==> src/rtl/fp_pkg.sv <==
// Shared definitions for the FP add/sub operand path.
//  - Single and double precision width defaults.
//  - Exponent all-ones / all-zeros constants, sized for the widest format;
//    users slice the low W_Exp bits.
//  - State encoding for the unpack phase FSM.
package fp_pkg;

    localparam int W_SP     = 32;
    localparam int W_EXP_SP = 8;
    localparam int W_SGF_SP = 23;

    localparam int W_DP     = 64;
    localparam int W_EXP_DP = 11;
    localparam int W_SGF_DP = 52;

    localparam logic [W_EXP_DP-1:0] EXP_ONES = '1;
    localparam logic [W_EXP_DP-1:0] EXP_ZERO = '0;

    typedef enum logic [1:0] {
        IDLE     = 2'd0,
        CLASSIFY = 2'd1,
        COMPARE  = 2'd2,
        DONE     = 2'd3
    } state_t;

endpackage

==> src/rtl/ieee_classify.sv <==
// Combinational field split and special-value classification of one
// IEEE-754 word.
//  word      : operand
//  sign      : sign bit
//  exp_eff   : biased exponent, denormals reported as 1
//  sgf_ext   : significand with hidden bit restored at the MSB
//  is_nan / is_inf / is_zero / is_denorm : class flags
// Build option FP_DENORM_FLUSH_EN: denormals are flushed to signed zero
// (exp_eff=0, sgf_ext=0, is_zero=1); otherwise they pass through.
module ieee_classify
    import fp_pkg::*;
#(
    parameter int W     = W_SP,
    parameter int W_Exp = W_EXP_SP,
    parameter int W_Sgf = W_SGF_SP
) (
    input  logic [W-1:0]     word,
    output logic             sign,
    output logic [W_Exp-1:0] exp_eff,
    output logic [W_Sgf:0]   sgf_ext,
    output logic             is_nan,
    output logic             is_inf,
    output logic             is_zero,
    output logic             is_denorm
);

    logic [W_Exp-1:0] w_exp;
    logic [W_Sgf-1:0] w_sgf;
    logic             w_exp_ones;
    logic             w_exp_zero;
    logic             w_sgf_zero;

    assign sign       = word[W-1];
    assign w_exp      = word[W-2 -: W_Exp];
    assign w_sgf      = word[W_Sgf-1:0];
    assign w_exp_ones = (w_exp == EXP_ONES[W_Exp-1:0]);
    assign w_exp_zero = (w_exp == EXP_ZERO[W_Exp-1:0]);
    assign w_sgf_zero = (w_sgf == '0);

    assign is_nan    = w_exp_ones & ~w_sgf_zero;
    assign is_inf    = w_exp_ones &  w_sgf_zero;
    assign is_denorm = w_exp_zero & ~w_sgf_zero;

`ifdef FP_DENORM_FLUSH_EN
    assign exp_eff = w_exp;
    assign sgf_ext = w_exp_zero ? '0 : {1'b1, w_sgf};
    assign is_zero = w_exp_zero;
`else
    // Denormals share the scale of exponent 1, so report that exponent and
    // rely on the cleared hidden bit to keep them below the normals.
    assign exp_eff = is_denorm ? {{(W_Exp-1){1'b0}}, 1'b1} : w_exp;
    assign sgf_ext = {~w_exp_zero, w_sgf};
    assign is_zero = w_exp_zero & w_sgf_zero;
`endif

endmodule

==> src/rtl/ieee_unpack_phase.sv <==
// Operand-intake stage of the FP add/sub pipeline.
// Captures two IEEE operands, classifies them, orders them by magnitude
// (M = larger, m = smaller) and holds registered fields for alignment.
//  clk, rst (async, active-low)
//  in_valid/in_ready, op_a, op_b      : operand handshake
//  out_valid/out_ready                : result handshake
//  sgn_*, exp_*, sgf_*, exp_diff, swap : ordered fields
//  nan_o, inf_o, zero_o               : special-value flags
// Build option FP_DENORM_FLUSH_EN (see ieee_classify).
//
// state    | meaning
// IDLE     | in_ready=1, capture operands on in_valid
// CLASSIFY | split and classify captured operands
// COMPARE  | magnitude order, register outputs
// DONE     | out_valid=1, hold until out_ready
module ieee_unpack_phase
    import fp_pkg::*;
#(
    parameter int W     = W_SP,
    parameter int W_Exp = W_EXP_SP,
    parameter int W_Sgf = W_SGF_SP
) (
    input  logic             clk,
    input  logic             rst,
    input  logic             in_valid,
    output logic             in_ready,
    input  logic [W-1:0]     op_a,
    input  logic [W-1:0]     op_b,
    output logic             out_valid,
    input  logic             out_ready,
    output logic             sgn_M,
    output logic             sgn_m,
    output logic [W_Exp-1:0] exp_M,
    output logic [W_Exp-1:0] exp_m,
    output logic [W_Sgf:0]   sgf_M,
    output logic [W_Sgf:0]   sgf_m,
    output logic [W_Exp-1:0] exp_diff,
    output logic             swap,
    output logic             nan_o,
    output logic             inf_o,
    output logic             zero_o
);

    state_t r_state, w_state_nxt;

    logic [W-1:0]     r_op_a, r_op_b;
    logic             r_a_sgn, r_b_sgn;
    logic [W_Exp-1:0] r_a_exp, r_b_exp;
    logic [W_Sgf:0]   r_a_sgf, r_b_sgf;
    logic             r_nan, r_inf, r_zero;

    logic             r_sgn_M, r_sgn_m, r_swap, r_nan_o, r_inf_o, r_zero_o;
    logic [W_Exp-1:0] r_exp_M, r_exp_m, r_exp_diff;
    logic [W_Sgf:0]   r_sgf_M, r_sgf_m;

    logic             w_a_sgn, w_b_sgn;
    logic [W_Exp-1:0] w_a_exp, w_b_exp;
    logic [W_Sgf:0]   w_a_sgf, w_b_sgf;
    logic             w_a_nan, w_b_nan, w_a_inf, w_b_inf;
    logic             w_a_zero, w_b_zero, w_a_denorm, w_b_denorm;
    logic             w_unused;
    logic             w_swap;
    logic             w_nan;

    ieee_classify #(.W(W), .W_Exp(W_Exp), .W_Sgf(W_Sgf)) u_cls_a (
        .word      (r_op_a),
        .sign      (w_a_sgn),
        .exp_eff   (w_a_exp),
        .sgf_ext   (w_a_sgf),
        .is_nan    (w_a_nan),
        .is_inf    (w_a_inf),
        .is_zero   (w_a_zero),
        .is_denorm (w_a_denorm)
    );

    ieee_classify #(.W(W), .W_Exp(W_Exp), .W_Sgf(W_Sgf)) u_cls_b (
        .word      (r_op_b),
        .sign      (w_b_sgn),
        .exp_eff   (w_b_exp),
        .sgf_ext   (w_b_sgf),
        .is_nan    (w_b_nan),
        .is_inf    (w_b_inf),
        .is_zero   (w_b_zero),
        .is_denorm (w_b_denorm)
    );

    // Denormal status is already folded into the fields; nothing here needs it.
    assign w_unused = w_a_denorm | w_b_denorm;

    assign w_nan  = w_a_nan | w_b_nan;
    // Exponent above significand makes a plain unsigned compare a magnitude compare.
    assign w_swap = {r_b_exp, r_b_sgf} > {r_a_exp, r_a_sgf};

    always_ff @(posedge clk or negedge rst) begin
        if (!rst) r_state <= IDLE;
        else      r_state <= w_state_nxt;
    end

    always_comb begin
        w_state_nxt = r_state;
        in_ready    = 1'b0;
        out_valid   = 1'b0;
        case (r_state)
            IDLE: begin
                in_ready = 1'b1;
                if (in_valid) w_state_nxt = CLASSIFY;
            end
            CLASSIFY: w_state_nxt = COMPARE;
            COMPARE:  w_state_nxt = DONE;
            DONE: begin
                out_valid = 1'b1;
                if (out_ready) w_state_nxt = IDLE;
            end
            default:  w_state_nxt = IDLE;
        endcase
    end

    always_ff @(posedge clk or negedge rst) begin
        if (!rst) begin
            r_op_a     <= '0;
            r_op_b     <= '0;
            r_a_sgn    <= 1'b0;
            r_b_sgn    <= 1'b0;
            r_a_exp    <= '0;
            r_b_exp    <= '0;
            r_a_sgf    <= '0;
            r_b_sgf    <= '0;
            r_nan      <= 1'b0;
            r_inf      <= 1'b0;
            r_zero     <= 1'b0;
            r_sgn_M    <= 1'b0;
            r_sgn_m    <= 1'b0;
            r_exp_M    <= '0;
            r_exp_m    <= '0;
            r_sgf_M    <= '0;
            r_sgf_m    <= '0;
            r_exp_diff <= '0;
            r_swap     <= 1'b0;
            r_nan_o    <= 1'b0;
            r_inf_o    <= 1'b0;
            r_zero_o   <= 1'b0;
        end else begin
            case (r_state)
                IDLE: begin
                    if (in_valid) begin
                        r_op_a <= op_a;
                        r_op_b <= op_b;
                    end
                end
                CLASSIFY: begin
                    r_a_sgn <= w_a_sgn;
                    r_b_sgn <= w_b_sgn;
                    r_a_exp <= w_a_exp;
                    r_b_exp <= w_b_exp;
                    r_a_sgf <= w_a_sgf;
                    r_b_sgf <= w_b_sgf;
                    r_nan   <= w_nan;
                    r_inf   <= (w_a_inf | w_b_inf) & ~w_nan;
                    r_zero  <= w_a_zero & w_b_zero;
                end
                COMPARE: begin
                    r_swap     <= w_swap;
                    r_sgn_M    <= w_swap ? r_b_sgn : r_a_sgn;
                    r_sgn_m    <= w_swap ? r_a_sgn : r_b_sgn;
                    r_exp_M    <= w_swap ? r_b_exp : r_a_exp;
                    r_exp_m    <= w_swap ? r_a_exp : r_b_exp;
                    r_sgf_M    <= w_swap ? r_b_sgf : r_a_sgf;
                    r_sgf_m    <= w_swap ? r_a_sgf : r_b_sgf;
                    r_exp_diff <= w_swap ? (r_b_exp - r_a_exp) : (r_a_exp - r_b_exp);
                    r_nan_o    <= r_nan;
                    r_inf_o    <= r_inf;
                    r_zero_o   <= r_zero;
                end
                default: ;
            endcase
        end
    end

    assign sgn_M    = r_sgn_M;
    assign sgn_m    = r_sgn_m;
    assign exp_M    = r_exp_M;
    assign exp_m    = r_exp_m;
    assign sgf_M    = r_sgf_M;
    assign sgf_m    = r_sgf_m;
    assign exp_diff = r_exp_diff;
    assign swap     = r_swap;
    assign nan_o    = r_nan_o;
    assign inf_o    = r_inf_o;
    assign zero_o   = r_zero_o;

endmodule

==> config.mk <==
export PLATFORM = sky130hd
export DESIGN_NAME = ieee_unpack_phase
export DESIGN_NICKNAME = d
export VERILOG_FILES = /design/src/rtl/fp_pkg.sv /design/src/rtl/ieee_classify.sv /design/src/rtl/ieee_unpack_phase.sv
export SDC_FILE = /design/constraint.sdc
export NUM_CORES = 1
export LEC_CHECK = 0
export BUFFER_PORTS_ARGS = -buffer_cell sky130_fd_sc_hd__buf_2
export CORE_AREA = 2 2 171 206
export DETAILED_ROUTE_END_ITERATION = 12
export DIE_AREA = 0 0 173 208
export GPL_ROUTABILITY_DRIVEN = 0
export HOLD_SLACK_MARGIN = 0.1
export PLACE_DENSITY = 0.5
export SETUP_SLACK_MARGIN = 0.2
export SYNTH_ARGS = -nofsm -noshare
export SYNTH_HDL_FRONTEND = slang
export SYNTH_SLANG_ARGS = --single-unit
==> constraint.sdc <==
create_clock -name clk -period 7.25 [get_ports clk]
set_clock_uncertainty 0.1 [all_clocks]
set_input_delay 0.725 -clock clk [delete_from_list [all_inputs] [get_ports clk]]
set_output_delay 0.725 -clock clk [all_outputs]
set_load 0.05 [all_outputs]
# Yosys cells after proc, flatten, opt, wreduce, memory -nomap -nowiden
# Index checks and enable logic that the tools add are counted.
# totals
reg_bits	213
out_inout_bits	80
word_cells	71
# op_classes
add_sub_neg	2
magnitude_cmp	1
eq_ne	7
mux	14
bitwise	17
reduce_logical	7
# op_table
cell	n
24-bit 2-to-1 mux	2
23-bit logical NOT	2
8-bit 2-to-1 mux	5
32-bit > comparator	1
8-bit equality test, second input constant	2
8-bit logical NOT	2
8-bit subtractor	2
1-bit bitwise AND	10
2-bit case mux with 4 select lines	1
1-bit inverter	5
2-bit equality test, second input constant	2
1-bit 2-to-1 mux	4
2-bit 2-to-1 mux	2
2-bit inequality test, second input constant	2
2-bit AND reduction	2
2-bit by 1-bit equality test with 1-bit output, second input constant	1
2-bit logical NOT	1
1-bit OR	2

# Depth between registers and ports, before layout
# logic_depth
depth_word	6
ltp_mapped	12

# Modules after synthesis
# A second synthesis with hierarchy kept.
# hier_totals
cells_unflattened	980
hier_area_um2	10542.6
# modules_own_cells
mod	n_inst	cells_per_inst	area_per_inst_um2	seq_area_each_um2
ieee_unpack_phase	1	872	9836.9	5330.1
ieee_classify	2	54	352.8	0.0

# Least setup slack after synthesis
# No wires, ideal clock.
# synth_path
kind	register to register
from	register r_a_exp[0]
to	register r_exp_diff[1] (netlist: exp_diff[1])
setup_time_ns	0.125
arrival_ns	2.398
setup_slack_ns	4.627
stages_incl_launch_ff	12
synth_period_minus_slack_ns	2.623
path_cell_list	dfrtp_1 -> inv_1 -> ha_1 -> fa_1 -> a211o_1 -> o211ai_1 -> a221oi_1 -> a32o_1 -> nor2_8 -> buf_6 -> mux2i_1 -> mux2_2
# synth_via
elab_chain_cells	2
word_cells_on_any_way	4
classes_between	add/sub (2); order compare (1); mux (1)
# synth_lines
item	line	rtl
start: declaration	ieee_unpack_phase.sv:48	logic [W_Exp-1:0] r_a_exp, r_b_exp;
start signal: assignment	ieee_unpack_phase.sv:153	r_a_exp <= w_a_exp;
32-bit > comparator / 8-bit subtractor (equally long branches)	ieee_unpack_phase.sv:92, ieee_unpack_phase.sv:169	
8-bit 2-to-1 mux (*)	ieee_unpack_phase.sv:169	r_exp_diff <= w_swap ? (r_b_exp - r_a_exp) : (r_a_exp - r_b_exp);
end signal: assignment	ieee_unpack_phase.sv:169	
end: declaration	ieee_unpack_phase.sv:53	logic [W_Exp-1:0] r_exp_M, r_exp_m, r_exp_diff;
# Every way passes the cells marked *; elsewhere a longest branch is shown, timed or not.
# A chain may end at the register's enable or synchronous reset.

# Worst setup path after layout
# layout_path
from	register r_b_sgf[14]
to	register r_sgf_M[13] (netlist: sgf_M[13])
# layout_via
elab_chain_cells	2
# layout_lines
item	line	rtl
start: declaration	ieee_unpack_phase.sv:49	logic [W_Sgf:0] r_a_sgf, r_b_sgf;
start signal: assignment	ieee_unpack_phase.sv:156	r_b_sgf <= w_b_sgf;
32-bit > comparator	ieee_unpack_phase.sv:92	assign w_swap = {r_b_exp, r_b_sgf} > {r_a_exp, r_a_sgf};
24-bit 2-to-1 mux	ieee_unpack_phase.sv:167	r_sgf_M <= w_swap ? r_b_sgf : r_a_sgf;
end signal: assignment	ieee_unpack_phase.sv:167	
end: declaration	ieee_unpack_phase.sv:54	logic [W_Sgf:0] r_sgf_M, r_sgf_m;
# Every way passes these cells.

==> impl_metrics.yaml <==
setup_path:
  path_class: "flip-flop to flip-flop"
  crit_fanout: 45
  crit_arrival_ns: 4.26
  end_kind: "flip-flop"
  r2r_start: "r_b_sgf[14]"
  startpoint: "r_b_sgf[14]"
  crit_required_ns: 7.52
  critPathLaunchType: "flip-flop"
timing:
  finalCritPeriodShare_pct: 55.0
  hold_violations: 0
  slew_headroom_pct: 35.8
  setup_viol: 0
  tightest_slew_ns: 0.963
  min_period_ns: 3.99
  maxSlewViolCount: 0
  rsz0062_at_grt: "no"
  max_clock_freq_mhz: 251
  fin_setup_tns_ns: 0
logic_synthesis:
  synthCells: 956
  synth_area_mm2: 0.0101
  syn-num-nets: 1069
  yosysSeqAreaShare_pct: 52.9
  yosysWarnings: 0
  synth_edf_count: 0
  avgSynthCellArea_um2: 10.5
  synthArstFlopShare_pct: 100
  ys.flop_type: "dfrtp_1"
  ys_types: 52
  synth.ff_latch_count: 213
clocking:
  hold_buffers: 0
  cts_buffers: 25
  cts_resized: 0
  cts_buffer_depth: 3
  cts_htree_levels: 1
  cts_tree: "done"
  path_clk_slew_ns: 0.06
  clk_latency_ns: 0.53
  cts.sinks: 213
  cts_root_buffer: "clkbuf_16"
  post_cts.repair.setup_buffers: 0
route:
  drc: 0
  post_drt_wl_per_cell_um: 18.1
  drt_iter0_drc: 390
  first_pass_iters: 4
  ant_nets: 0
  num_vias: 7496
  viasPerCell: 4.80
  drt_wl_total_um: 28300
global_route:
  grt_start_max_net_pins: 88
  grt_usage_pct: 15.5
  grt_pass1_vias: 7769
  grt_remaining_overflow: 0
  grt_antenna_before_repair: 0
  grt_pass1_wl_um: 44500
floorplan:
  num_rows: 74
  die_x_um: 173
  die_area_mm2: 0.0360
  initial_core_util_pct: 29.7
  die_y_um: 208
  ioPinCount: 148
  core-area_mm2: 0.0339
min_path:
  holdCritPathClass: "input pin to async pin"
placement:
  portBuffers: 147
  dp_hpwl_um: 20000
  dp_cells: 1517
run:
  cap_violations: 0
status:
  status: "complete, no violations"
final_layout:
  area_delta_synth_final_pct: 20.7
  final_common_cell: "dfrtp_1"
  antenna_cells: 0
  nets: 1201
  drive_gt1_share_pct: 27.3
  final_cell_mix: "dfrtp_1, a21oi_1, buf_2"
  fin_cells: 1561
[through the flow]
stage	area [µm²]	util (%)	hold WS (ns)	setup WS [ns]
2_1_floorplan	10100	-	0.329	4.63
3_3_place_gp	11300	33.3	0.363	3.35
3_5_place_dp	11300	33.3	0.367	3.28
4_1_cts	12200	35.9	0.152	3.27
5_1_grt	12200	35.9	0.178	3.01
6_report	12200	35.9	0.123	3.26
[path summary, 6_finish.rpt]
| kind | slack (ns) | end | depth (start not counted) |
|---|---|---|---|
| setup / recovery | 3.26 | sgf_M[13] | 9 |
| min in group clk | 0.33 | r_op_a[8] | 2 |
| max in group asynchronous | 5.55 | sgf_m[9] | 2 |
| hold / removal | 0.12 | r_state[1] | 1 |
| hold reg to reg | 0.38 | exp_diff[0] | 2 |
| setup reg to reg | 3.26 | sgf_M[13] | 9 |
[flip-flops by register name, summed over array words and instances, names as in the netlist, 2 cells and up]
register  cells
exp_M         8
exp_diff      8
exp_m         8
r_a_exp       8
r_a_sgf      24
r_b_exp       8
r_b_sgf      24
r_op_a       32
r_op_b       32
r_state       2
sgf_M        24
sgf_m        24
[worst max-delay path, cell delays in order (launching register included)]
cell and delay, ns:
dfrtp_1 0.41, ha_1 0.32, nand4_1 0.22, nor4_1 0.68, a221oi_1 0.26, a32o_1 0.32
nor2_8 0.51, buf_4 0.59, mux2i_1 0.29, a21oi_1 0.09
[per-layer routing]
metal | global-route usage (%) | share of wire (%) | vias to the layer above
li1 | - | - | 3625
met2 | 28.3 | 51 | 156
met5 | 0 | 0 | -
met4 | 4.06 | 2.1 | 0
met3 | 1.94 | 3.5 | 35
met1 | 19.2 | 43 | 3680
[final cells by class]
type | instances | area (µm²)
multi-input cells | 637 | 4360
clock inverters | 14 | 208
well taps | 456 | 571
clock buffers | 30 | 684
inverters | 54 | 203
fillers | 3538 | 21700
flip-flops and latches | 213 | 5330
repair buffers | 157 | 821
[cells by family (layout without fill, tap and decap cells)]
group,count (synthesis),in the layout,share of synthesized area (%)
buffers and inverters,106,255,4.41
adders and majority gates,45,45,5.73
AOI/OAI and AO/OA,259,259,13.8
muxes,122,122,13.3
DFF,213,213,52.9
and+or+nand+nor,211,211,9.87
[Yosys cell counts (all sizes together), types with 3 or more instances]
master,number,area [µm²]
dfrtp,213,5330
a21oi,170,851
mux2,94,1060
nor2,83,328
nand2,60,225
o21ai,56,280
inv,54,203
ha,43,538
clkbuf,36,135
mux2i,28,280
buf,16,106
nand4,14,93.8
nor4,12,81.3
nor2b,9,56.3
nand3,8,40.0
or4,7,52.6
a21boi,5,37.5
nor3b,4,30.0
nand2b,3,18.8
nand3b,3,22.5
nor3,3,15.0
o21bai,3,22.5
o31ai,3,22.5
Power is left out: the tool's default activity adds up to more than one toggle a clock period on the data nets, which glitch-free logic cannot reach.
